==> src/rtl/title_screen_if.sv <==
// VGA raster bundle: timing counters, sync/blank strobes and 12-bit rgb.
interface vga_if;
    logic [10:0] vcount;
    logic [10:0] hcount;
    logic        vsync;
    logic        hsync;
    logic        vblnk;
    logic        hblnk;
    logic [11:0] rgb;

    modport in  (input  vcount, hcount, vsync, hsync, vblnk, hblnk, rgb);
    modport out (output vcount, hcount, vsync, hsync, vblnk, hblnk, rgb);
endinterface

==> src/rtl/title_screen.sv <==
// Title overlay: draws a blinking, fading "START GAME" box over a 2-stage VGA pipeline.
// Optional TITLE_SCREEN_BORDER_EN paints fixed colours on the active-area edge pixels.
module title_screen #(
    parameter int          TEXT_X     = 160,
    parameter int          TEXT_Y     = 256,
    parameter int          SCALE_LOG2 = 2,
    parameter logic [11:0] BG_RGB     = 12'hFF0,
    parameter logic [11:0] FG_RGB     = 12'h000,
    parameter logic [11:0] FIELD_RGB  = 12'h0F0,
`ifdef TITLE_SCREEN_BORDER_EN
    parameter int          HOR_PIXELS = 800,
    parameter int          VER_PIXELS = 600,
`endif
    parameter int          BLINK_HALF = 30
) (
    input  logic clk,
    input  logic rst_n,
    vga_if.in    vga_in,
    vga_if.out   vga_out,
    input  logic start_req,
    output logic start_done
);

    localparam int          BOX_W = 80 << SCALE_LOG2;
    localparam int          BOX_H = 8 << SCALE_LOG2;
    localparam logic [11:0] BOX_X0 = 12'(TEXT_X);
    localparam logic [11:0] BOX_X1 = 12'(TEXT_X + BOX_W);
    localparam logic [11:0] BOX_Y0 = 12'(TEXT_Y);
    localparam logic [11:0] BOX_Y1 = 12'(TEXT_Y + BOX_H);
    localparam int          BW = (BLINK_HALF > 1) ? $clog2(BLINK_HALF) : 1;
    localparam logic [BW-1:0] BLINK_LAST = BW'(BLINK_HALF - 1);

    // 8x8 glyphs, top row in the MSB byte, leftmost pixel in the MSB of each row
    localparam logic [63:0] GL_S = 64'h3C66603C06663C00;
    localparam logic [63:0] GL_T = 64'h7E18181818181800;
    localparam logic [63:0] GL_A = 64'h183C66667E666600;
    localparam logic [63:0] GL_R = 64'h7C66667C786C6600;
    localparam logic [63:0] GL_G = 64'h3C66606E66663C00;
    localparam logic [63:0] GL_M = 64'h63777F6B63636300;
    localparam logic [63:0] GL_E = 64'h7E60607C60607E00;

    typedef enum logic [1:0] {FADE_IN, SHOW, FADE_OUT, DONE} state_t;

    function automatic logic [7:0] glyph_row(input logic [3:0] ch, input logic [2:0] row);
        logic [63:0] g;
        case (ch)
            4'd0:       g = GL_S;
            4'd1, 4'd4: g = GL_T;
            4'd2, 4'd7: g = GL_A;
            4'd3:       g = GL_R;
            4'd6:       g = GL_G;
            4'd8:       g = GL_M;
            4'd9:       g = GL_E;
            default:    g = 64'h0;
        endcase
        return g[{3'd7 - row, 3'b000} +: 8];
    endfunction

    function automatic logic [11:0] fade(input logic [11:0] c, input logic [3:0] lv);
        logic [7:0]  p;
        logic [11:0] o;
        o = '0;
        for (int k = 0; k < 3; k++) begin
            p = {4'd0, c[4*k +: 4]} * ({4'd0, lv} + 8'd1);
            o[4*k +: 4] = 4'(p >> 4);
        end
        return o;
    endfunction

    state_t        r_state;
    logic [3:0]    r_level;
    logic [BW-1:0] r_blink;
    logic          r_vis;
    logic          r_vblnk_prev;
    logic          r_done;
    logic          w_tick;
    logic          w_unused;

    assign w_tick   = vga_in.vblnk & ~r_vblnk_prev;
    assign w_unused = ^vga_in.rgb;

    // start_req outranks a coincident tick, so level holds on that cycle
    always_ff @(posedge clk or negedge rst_n) begin
        if (!rst_n) begin
            r_state      <= FADE_IN;
            r_level      <= 4'd0;
            r_blink      <= '0;
            r_vis        <= 1'b0;
            r_vblnk_prev <= 1'b0;
            r_done       <= 1'b0;
        end else begin
            r_vblnk_prev <= vga_in.vblnk;
            case (r_state)
                FADE_IN: begin
                    if (start_req) begin
                        r_state <= FADE_OUT;
                        r_vis   <= 1'b1;
                    end else if (w_tick) begin
                        r_level <= r_level + 4'd1;
                        if (r_level == 4'd14) begin
                            r_state <= SHOW;
                            r_vis   <= 1'b1;
                            r_blink <= '0;
                        end
                    end
                end
                SHOW: begin
                    if (start_req) begin
                        r_state <= FADE_OUT;
                        r_vis   <= 1'b1;
                    end else if (w_tick) begin
                        if (r_blink == BLINK_LAST) begin
                            r_blink <= '0;
                            r_vis   <= ~r_vis;
                        end else begin
                            r_blink <= r_blink + 1'b1;
                        end
                    end
                end
                FADE_OUT: begin
                    if (w_tick) begin
                        if (r_level == 4'd0) begin
                            r_state <= DONE;
                            r_done  <= 1'b1;
                        end else begin
                            r_level <= r_level - 4'd1;
                        end
                    end
                end
                DONE: ;
                default: r_state <= FADE_IN;
            endcase
        end
    end

    assign start_done = r_done;

    // Stage 1: box-relative geometry plus a snapshot of the sequence state
    logic [11:0] w_hx, w_vy, w_dx, w_dy;
    logic [6:0]  w_col;
    logic [2:0]  w_row;
    logic        w_inbox;

    assign w_hx    = {1'b0, vga_in.hcount};
    assign w_vy    = {1'b0, vga_in.vcount};
    assign w_dx    = w_hx - BOX_X0;
    assign w_dy    = w_vy - BOX_Y0;
    assign w_col   = 7'(w_dx >> SCALE_LOG2);
    assign w_row   = 3'(w_dy >> SCALE_LOG2);
    assign w_inbox = (w_hx >= BOX_X0) && (w_hx < BOX_X1) && (w_vy >= BOX_Y0) && (w_vy < BOX_Y1);

    logic [10:0] r_s1_vcount, r_s1_hcount;
    logic        r_s1_vsync, r_s1_hsync, r_s1_vblnk, r_s1_hblnk;
    logic [3:0]  r_s1_char;
    logic [2:0]  r_s1_grow, r_s1_gcol;
    logic        r_s1_inbox, r_s1_active, r_s1_vis, r_s1_done;
    logic [3:0]  r_s1_level;
`ifdef TITLE_SCREEN_BORDER_EN
    logic [3:0]  r_s1_edge;
`endif

    always_ff @(posedge clk or negedge rst_n) begin
        if (!rst_n) begin
            r_s1_vcount <= '0;
            r_s1_hcount <= '0;
            r_s1_vsync  <= 1'b0;
            r_s1_hsync  <= 1'b0;
            r_s1_vblnk  <= 1'b0;
            r_s1_hblnk  <= 1'b0;
            r_s1_char   <= '0;
            r_s1_grow   <= '0;
            r_s1_gcol   <= '0;
            r_s1_inbox  <= 1'b0;
            r_s1_active <= 1'b0;
            r_s1_vis    <= 1'b0;
            r_s1_done   <= 1'b0;
            r_s1_level  <= '0;
`ifdef TITLE_SCREEN_BORDER_EN
            r_s1_edge   <= '0;
`endif
        end else begin
            r_s1_vcount <= vga_in.vcount;
            r_s1_hcount <= vga_in.hcount;
            r_s1_vsync  <= vga_in.vsync;
            r_s1_hsync  <= vga_in.hsync;
            r_s1_vblnk  <= vga_in.vblnk;
            r_s1_hblnk  <= vga_in.hblnk;
            r_s1_char   <= w_col[6:3];
            r_s1_gcol   <= w_col[2:0];
            r_s1_grow   <= w_row;
            r_s1_inbox  <= w_inbox;
            r_s1_active <= ~vga_in.vblnk & ~vga_in.hblnk;
            r_s1_vis    <= r_vis;
            r_s1_done   <= r_done;
            r_s1_level  <= r_level;
`ifdef TITLE_SCREEN_BORDER_EN
            r_s1_edge   <= {vga_in.hcount == 11'(HOR_PIXELS - 1), vga_in.hcount == 11'd0,
                            vga_in.vcount == 11'(VER_PIXELS - 1), vga_in.vcount == 11'd0};
`endif
        end
    end

    // Stage 2: glyph lookup, colour select and fade
    logic [7:0]  w_bits;
    logic        w_set;
    logic [11:0] w_base, w_rgb;

    assign w_bits = glyph_row(r_s1_char, r_s1_grow);
    assign w_set  = w_bits[3'd7 - r_s1_gcol];

    always_comb begin
        w_base = r_s1_inbox ? ((w_set && r_s1_vis) ? FG_RGB : BG_RGB) : FIELD_RGB;
        w_rgb  = 12'h000;
        if (r_s1_active && !r_s1_done)
            w_rgb = fade(w_base, r_s1_level);
`ifdef TITLE_SCREEN_BORDER_EN
        if (r_s1_active) begin
            if (r_s1_edge[0])      w_rgb = 12'hFF0;
            else if (r_s1_edge[1]) w_rgb = 12'hF00;
            else if (r_s1_edge[2]) w_rgb = 12'h0F0;
            else if (r_s1_edge[3]) w_rgb = 12'h00F;
        end
`endif
    end

    logic [10:0] r_s2_vcount, r_s2_hcount;
    logic        r_s2_vsync, r_s2_hsync, r_s2_vblnk, r_s2_hblnk;
    logic [11:0] r_s2_rgb;

    always_ff @(posedge clk or negedge rst_n) begin
        if (!rst_n) begin
            r_s2_vcount <= '0;
            r_s2_hcount <= '0;
            r_s2_vsync  <= 1'b0;
            r_s2_hsync  <= 1'b0;
            r_s2_vblnk  <= 1'b0;
            r_s2_hblnk  <= 1'b0;
            r_s2_rgb    <= '0;
        end else begin
            r_s2_vcount <= r_s1_vcount;
            r_s2_hcount <= r_s1_hcount;
            r_s2_vsync  <= r_s1_vsync;
            r_s2_hsync  <= r_s1_hsync;
            r_s2_vblnk  <= r_s1_vblnk;
            r_s2_hblnk  <= r_s1_hblnk;
            r_s2_rgb    <= w_rgb;
        end
    end

    assign vga_out.vcount = r_s2_vcount;
    assign vga_out.hcount = r_s2_hcount;
    assign vga_out.vsync  = r_s2_vsync;
    assign vga_out.hsync  = r_s2_hsync;
    assign vga_out.vblnk  = r_s2_vblnk;
    assign vga_out.hblnk  = r_s2_hblnk;
    assign vga_out.rgb    = r_s2_rgb;

endmodule

==> src/flat_wrapper.sv <==
// flat-port wrapper written by rule: the top's interface ports become plain ports
module title_screen_flat 
#(
    parameter int          TEXT_X     = 160,
    parameter int          TEXT_Y     = 256,
    parameter int          SCALE_LOG2 = 2,
    parameter logic [11:0] BG_RGB     = 12'hFF0,
    parameter logic [11:0] FG_RGB     = 12'h000,
    parameter logic [11:0] FIELD_RGB  = 12'h0F0,

    parameter int          BLINK_HALF = 30
)
  (clk, rst_n, start_req, start_done, vga_in_vcount, vga_in_hcount, vga_in_vsync, vga_in_hsync, vga_in_vblnk, vga_in_hblnk, vga_in_rgb, vga_out_vcount, vga_out_hcount, vga_out_vsync, vga_out_hsync, vga_out_vblnk, vga_out_hblnk, vga_out_rgb);
  vga_if vga_in_i ();
  vga_if vga_out_i ();
  input  logic clk;
  input  logic rst_n;
  input  logic start_req;
  output logic start_done;
  input wire logic [$bits(vga_in_i.vcount)-1:0] vga_in_vcount;
  input wire logic [$bits(vga_in_i.hcount)-1:0] vga_in_hcount;
  input wire logic [$bits(vga_in_i.vsync)-1:0] vga_in_vsync;
  input wire logic [$bits(vga_in_i.hsync)-1:0] vga_in_hsync;
  input wire logic [$bits(vga_in_i.vblnk)-1:0] vga_in_vblnk;
  input wire logic [$bits(vga_in_i.hblnk)-1:0] vga_in_hblnk;
  input wire logic [$bits(vga_in_i.rgb)-1:0] vga_in_rgb;
  output wire logic [$bits(vga_out_i.vcount)-1:0] vga_out_vcount;
  output wire logic [$bits(vga_out_i.hcount)-1:0] vga_out_hcount;
  output wire logic [$bits(vga_out_i.vsync)-1:0] vga_out_vsync;
  output wire logic [$bits(vga_out_i.hsync)-1:0] vga_out_hsync;
  output wire logic [$bits(vga_out_i.vblnk)-1:0] vga_out_vblnk;
  output wire logic [$bits(vga_out_i.hblnk)-1:0] vga_out_hblnk;
  output wire logic [$bits(vga_out_i.rgb)-1:0] vga_out_rgb;
  assign vga_in_i.vcount = vga_in_vcount;
  assign vga_in_i.hcount = vga_in_hcount;
  assign vga_in_i.vsync = vga_in_vsync;
  assign vga_in_i.hsync = vga_in_hsync;
  assign vga_in_i.vblnk = vga_in_vblnk;
  assign vga_in_i.hblnk = vga_in_hblnk;
  assign vga_in_i.rgb = vga_in_rgb;
  assign vga_out_vcount = vga_out_i.vcount;
  assign vga_out_hcount = vga_out_i.hcount;
  assign vga_out_vsync = vga_out_i.vsync;
  assign vga_out_hsync = vga_out_i.hsync;
  assign vga_out_vblnk = vga_out_i.vblnk;
  assign vga_out_hblnk = vga_out_i.hblnk;
  assign vga_out_rgb = vga_out_i.rgb;
  title_screen #(.TEXT_X(TEXT_X), .TEXT_Y(TEXT_Y), .SCALE_LOG2(SCALE_LOG2), .BG_RGB(BG_RGB), .FG_RGB(FG_RGB), .FIELD_RGB(FIELD_RGB), .BLINK_HALF(BLINK_HALF)) u_core (.clk(clk), .rst_n(rst_n), .vga_in(vga_in_i), .vga_out(vga_out_i), .start_req(start_req), .start_done(start_done));
endmodule
==> config.mk <==
export PLATFORM = sky130hd
export DESIGN_NAME = title_screen_flat
export DESIGN_NICKNAME = d
export VERILOG_FILES = /design/src/rtl/title_screen_if.sv /design/src/rtl/title_screen.sv /design/src/flat_wrapper.sv
export SDC_FILE = /design/constraint.sdc
export NUM_CORES = 1
export LEC_CHECK = 0
export ABC_CLOCK_PERIOD_IN_PS = 12900
export BUFFER_PORTS_ARGS = -buffer_cell sky130_fd_sc_hd__buf_2
export CAP_MARGIN = 20
export CORE_MARGIN = 10
export CORE_UTILIZATION = 48
export DETAILED_ROUTE_END_ITERATION = 8
export GPL_ROUTABILITY_DRIVEN = 0
export PLACE_DENSITY = 0.7
export SLEW_MARGIN = 20
export SYNTH_ARGS = -nofsm -noshare
export SYNTH_HDL_FRONTEND = slang
export SYNTH_SLANG_ARGS = --single-unit
==> constraint.sdc <==
create_clock -name clk -period 12.9 [get_ports clk]
set_clock_uncertainty 0.1 [all_clocks]
set_input_delay 1.29 -clock clk [delete_from_list [all_inputs] [get_ports clk]]
set_output_delay 1.29 -clock clk [all_outputs]
set_load 0.01 [all_outputs]
### Word-level counts from Yosys, hierarchy flattened

Memory sizes are Yosys's and may differ from the RTL's.
Cells that the tools add are included.

* bits in writable memories: 0
* memories kept: 1
* latch bits: 0
* output and inout port bits: 39
* input port bits: 41
* bits in read-only memories: 784
* logic and storage cells: 114
* register bits after elaboration: 95

* div/mod/pow operators: 0
* add/sub/neg operators: 8
* reductions and logical operators: 16
* shifts and indexed selects: 1
* multiplexer cells: 31
* order comparisons: 5
* multipliers: 3
* bitwise operators: 6
* eq/ne operators: 17

Memory list
* (no name shown): words 16, bits a word 49, rd ports 1, clocked after Yosys merged registers in 0, write ports 0, RTL line title_screen.sv:46 `case (ch)`

Operators with widths (count)
* $shiftx 64x7->8: 1
* $mux 12: 3
* $mux 5: 6
* $mul 4x8->8: 3
* $lt 11x9->1 const B: 2
* $mux 4: 4
* $mux 2: 6
* $ne 3x2->1 const B: 4
* $reduce_and 6->1: 2
* $ge 11x8->1 const B: 1
* $ge 11x9->1 const B: 1
* $ne 2x1->1 const B: 5
* $pmux 5 s2: 1
* $reduce_and 5->1: 2
* $sub 9x8->9 const B: 1
* $ne 2x2->1 const B: 4
* $pmux 4 s2: 1
* $mux 1: 7
* $pmux 2 s3: 1
* $sub 3x3->3 const A: 2
* $add 4x1->5 const B: 1
* $add 5x1->5 const B: 1
* $eq 5x5->1 const B: 1
* $logic_and 1x1->1: 5
* other kinds (17): 22

### Logic depth before layout (Yosys ltp)

* depth in word-level cells: 9
* depth in mapped cells: 24
* mapped depth without buffers: 21

### Worst setup path before layout

Ideal clock, no wire load.

* kind: reg-to-reg
* start: reg u_core.r_s1_char[1]
* end: reg u_core.r_s2_rgb[7] (netlist: u_core.vga_out.rgb[7])
* cell stages (with the launch flop): 24
* data arrival time: 5018 ps
* required time: 12672 ps
* period minus slack after synthesis: 5247 ps
* setup slack: 7653 ps
* cell sequence: dfrtp_1 -> buf_2 -> inv_1 -> ha_1 -> inv_2 -> mux4_2 -> a2111oi_2 -> a311oi_1 -> a311oi_2 -> a211oi_4 -> buf_6 -> a21oi_1 -> fa_1 -> inv_1 -> fa_1 -> inv_1 -> ha_1 -> a21oi_1 -> o21bai_1 -> a21oi_1 -> inv_1 -> a21oi_1 -> xnor2_1 -> nor2_1

* word-level cells in the longest chain between the ends: 9

Ends and longest elaborated chain
* start: declaration: RTL line title_screen.sv:154 `logic [3:0] r_s1_char;`
* start signal: assignment: RTL line title_screen.sv:188 `r_s1_char <= w_col[6:3];`
* $mem_v2 16x49
* $shiftx 64x7->8: RTL line title_screen.sv:56 `return g[{3'd7 - row, 3'b000} +: 8];`
* $bmux 1 s3: RTL line title_screen.sv:209 `assign w_set = w_bits[3'd7 - r_s1_gcol];`
* $mux 1 (not written as such): RTL line title_screen.sv:209
* $logic_and 1x1->1: RTL line title_screen.sv:212 `w_base = r_s1_inbox ? ((w_set && r_s1_vis) ? FG_RGB : BG_RGB) : FIELD_RGB;`
* $mux 12 (2 in a row): RTL line title_screen.sv:212
* $mul 4x8->8: RTL line title_screen.sv:64 `p = {4'd0, c[4*k +: 4]} * ({4'd0, lv} + 8'd1);`
* $mux 12: RTL line title_screen.sv:214 `if (r_s1_active && !r_s1_done)`
* named net u_core.w_rgb[7]: RTL line title_screen.sv:206 `logic [11:0] w_base, w_rgb;`
* end signal: assignment: RTL line title_screen.sv:246 `r_s2_rgb <= w_rgb;`
* end: declaration: RTL line title_screen.sv:228 `logic [11:0] r_s2_rgb;`

The timed path passes the listed nets, and every way through them passes these cells. The select of a mux whose other input is x is not followed.
A chain may end at the register's enable or synchronous reset.

### Final worst setup path

Same ends and word-level chain as after synthesis.

==> results.sh <==
export IMPL_outcome="completed"
export IMPL_irDropWorstVdd_uv=153.5
export IMPL_tritoncts="yes"
export IMPL_synth_edf_count=0
export IMPL_finalSetupTns_ps=0
export IMPL_fin_area_um2=5202
export IMPL_synth_distinct_cells=70
export IMPL_vias=3161
export IMPL_clkPwrFrac_pct=17.9
export IMPL_cts_made_buffers=9
export IMPL_ys_seq_area_share_pct=45.98
export IMPL_place_ws_ps=6788
export IMPL_cp_max_fo=18
export IMPL_clk_pin_slew_ps=100
export IMPL_nFillCells=787
export IMPL_synthFlopType="dfrtp_1"
export IMPL_top_layer_used="met4"
export IMPL_chipWidth_um=118.2
export IMPL_synth_seq_cells=85
export IMPL_min_period_ps=6150
export IMPL_synth_top_area_share_pct=45.98
export IMPL_worstHoldPathType="flop to flop"
export IMPL_clock_path_buffers=2
export IMPL_clock_sinks=85
export IMPL_cellLeakagePower_nw=2.514
export IMPL_syn_area_per_cell_um2=11.09
export IMPL_cts_root_buf="clkbuf_8"
export IMPL_wl_um=9008
export IMPL_htreeDepth=3
export IMPL_yosys_area_top_type="dfrtp_1"
export IMPL_drive_above_1_share_pct=21.13
export IMPL_gr_total_overflow=0
export IMPL_powerDensity_nw_per_um2=199.4
export IMPL_antenna_found_initial=0
export IMPL_setup_viol=0
export IMPL_avgViaCountPerCell=5.208
export IMPL_pin_count=80
export IMPL_internal_power_mw=0.6169
export IMPL_clkLatencyLatePin_ps=360
export IMPL_power_mw=1.037
export IMPL_dr_wl_met3_um=555
export IMPL_area_growth_synth_to_final_pct=12.47
export IMPL_cap_viol_max_count=0
export IMPL_synth_area_um2=4626
export IMPL_pwr_share_seq_pct=32.7
export IMPL_grt_pass1_vias=3295
export IMPL_startpoint="u_core.r_s1_char[1]"
export IMPL_slew_violations=0
export IMPL_hp_start="u_core.r_s1_vcount[5]"
export IMPL_drt_iter0_markers=168
export IMPL_core_area_um2=9328
export IMPL_max_slew_worst_pin_slew_ps=1013
export IMPL_firstDrtPassIters=6
export IMPL_met2WireLength_um=4496
export IMPL_grt_max_degree=86
export IMPL_dpl_instance_area_um2=5001
export IMPL_p_comb_share_pct=49.3
export IMPL_switching_share_pct=40.52
export IMPL_cts_setup_buffers=0
export IMPL_io_buffers=63
export IMPL_wire_per_inst_um=14.84
export IMPL_met1_length_um=3781
export IMPL_start_kind="flop"
export IMPL_synth_top_cells_by_area="dfrtp_1 46%, ha_1 10%, fa_1 5.6%"
export IMPL_async_flop_share_pct=100.0
export IMPL_max_freq_mhz=162.6
export IMPL_dp_hpwl_um=6617
export IMPL_crit_path_end_kind="flop"
export IMPL_final_nets=565
export IMPL_yosys_warnings=0
export IMPL_syn_inst=417
export IMPL_finalHoldViolations=0
export IMPL_die_area_um2=13960
export IMPL_die_h_um=118.2
export IMPL_start_util_pct=49.59
export IMPL_std_cell_rows=35
export IMPL_dp_cells=591
export IMPL_required_ps=13050
export IMPL_setup_ws_ps=6750
export IMPL_antenna_cells=0
export IMPL_period_share_pct=47.67
export IMPL_hold_worst_slack_ps=255.8
export IMPL_drc_errors=0
export IMPL_relSlewSlack_pct=32.31
export IMPL_layout_cells_non_filler=607
export IMPL_mostFrequentLayoutCell="dfrtp_1"
export IMPL_antenna_left=0
export IMPL_post_route_util_pct=55.77
export IMPL_rr_startpoint="u_core.r_s1_char[1]"
export IMPL_rsz0062_at_grt="false"
export IMPL_grt_pass1_wl_um=15520
export IMPL_switching_power_mw=0.4203
export IMPL_critPathArrivalTime_ps=6290
export IMPL_cts_resized=0
export IMPL_path_class="flop to flop"
export IMPL_postCtsHoldBufs=0
export IMPL_final_cell_mix="85 x dfrtp_1, 62 x buf_2, 38 x inv_1, 38 x ha_1, 26 x nor2_1"
export IMPL_grt_use_total_pct=13.27
-- power by group through the flow --
stage               clock [mW]  sequential (mW)  combinational (mW)
floorplan                    0            0.336               0.431
global placement             0            0.343               0.500
detailed placement           0            0.345               0.518
CTS                      0.194            0.340               0.524
global route             0.204            0.346               0.596
finish                   0.186            0.339               0.512
-- cell type report --
type                            count  area [um2]  area share (%)
Multi-Input combinational cell    274        2245           43.15
Clock buffer                        9       123.9           2.381
Timing Repair Buffer               63       321.6           6.181
Inverter                           40       150.1           2.886
Tap cell                          129       161.4           3.102
Sequential cell                    85        2127           40.89
Clock inverter                      7       73.82           1.419
-- worst paths after layout --
path                                            endpoint  slack [ps]  cells past startpoint
worst max-delay path               u_core.vga_out.rgb[7]        6750                     21
max in group asynchronous          u_core.vga_out.rgb[4]       11340                      1
worst min register to register  u_core.vga_out.vcount[5]         260                      0
min in group asynchronous              u_core.r_s1_hsync         840                      1
worst min-delay path            u_core.vga_out.vcount[5]         260                      0
worst max register to register     u_core.vga_out.rgb[7]        6750                     21
-- worst max-delay path: stages, from the launching register on --
cell       delay, ps
dfrtp_1          640
inv_1            210
ha_1             420
mux2_4           290
a221oi_2         210
a211oi_1         110
a2111oi_0        460
o32ai_1          190
a211oi_4         630
a21oi_1          320
fa_1             620
inv_1             60
fa_1             470
inv_1             40
ha_1             260
a21oi_1          200
o21bai_1         120
a21oi_1          240
inv_1             60
a21oi_1          170
xnor2_1          130
nor2_1            50
-- flip-flops by register name, indices dropped and copies added, names as in the netlist, 2 cells and up --
register / flops
u_core.r_level: 4
u_core.r_s1_vcount: 11
u_core.vga_out.rgb: 8
u_core.r_s1_hcount: 11
u_core.r_state: 2
u_core.r_blink: 5
u_core.r_s1_char: 4
u_core.vga_out.hcount: 11
u_core.vga_out.vcount: 11
u_core.r_s1_level: 4
-- cell usage after synthesis, types with 5 or more instances --
library cell  count
nor2_1           26
dfrtp_1          85
inv_1            38
a21oi_1          22
xnor2_1          14
buf_4             5
fa_1             13
nand2_1          23
xor2_1            5
clkbuf_1          6
mux2i_1           7
o21ai_0           8
nor3_1            5
mux2_2            7
nand3_1          11
ha_1             38
a211oi_1          6
buf_2             8
nand2b_1         12
-- layer usage --
layer  vias up  global-route usage [%]
met3        17                   3.617
li1       1535                       -
met4         0                   6.182
met1      1510                   15.77
met5         -                       0
met2        99                   21.91
-- logic make-up (layout without fill, tap and decap cells) --
logic type	count (synthesis)	after routing	synth area share, %
buffers and inverters	61	119	5.735
adders and majority gates	51	51	15.90
other	1	4	0.08107
xor gates and xnor gates	19	19	3.598
muxes	17	17	4.274
AOI/OAI and AO/OA	77	77	12.33
and+or+nand+nor	106	106	12.09
DFF	85	85	45.98
(Power assumes the default switching activity.)
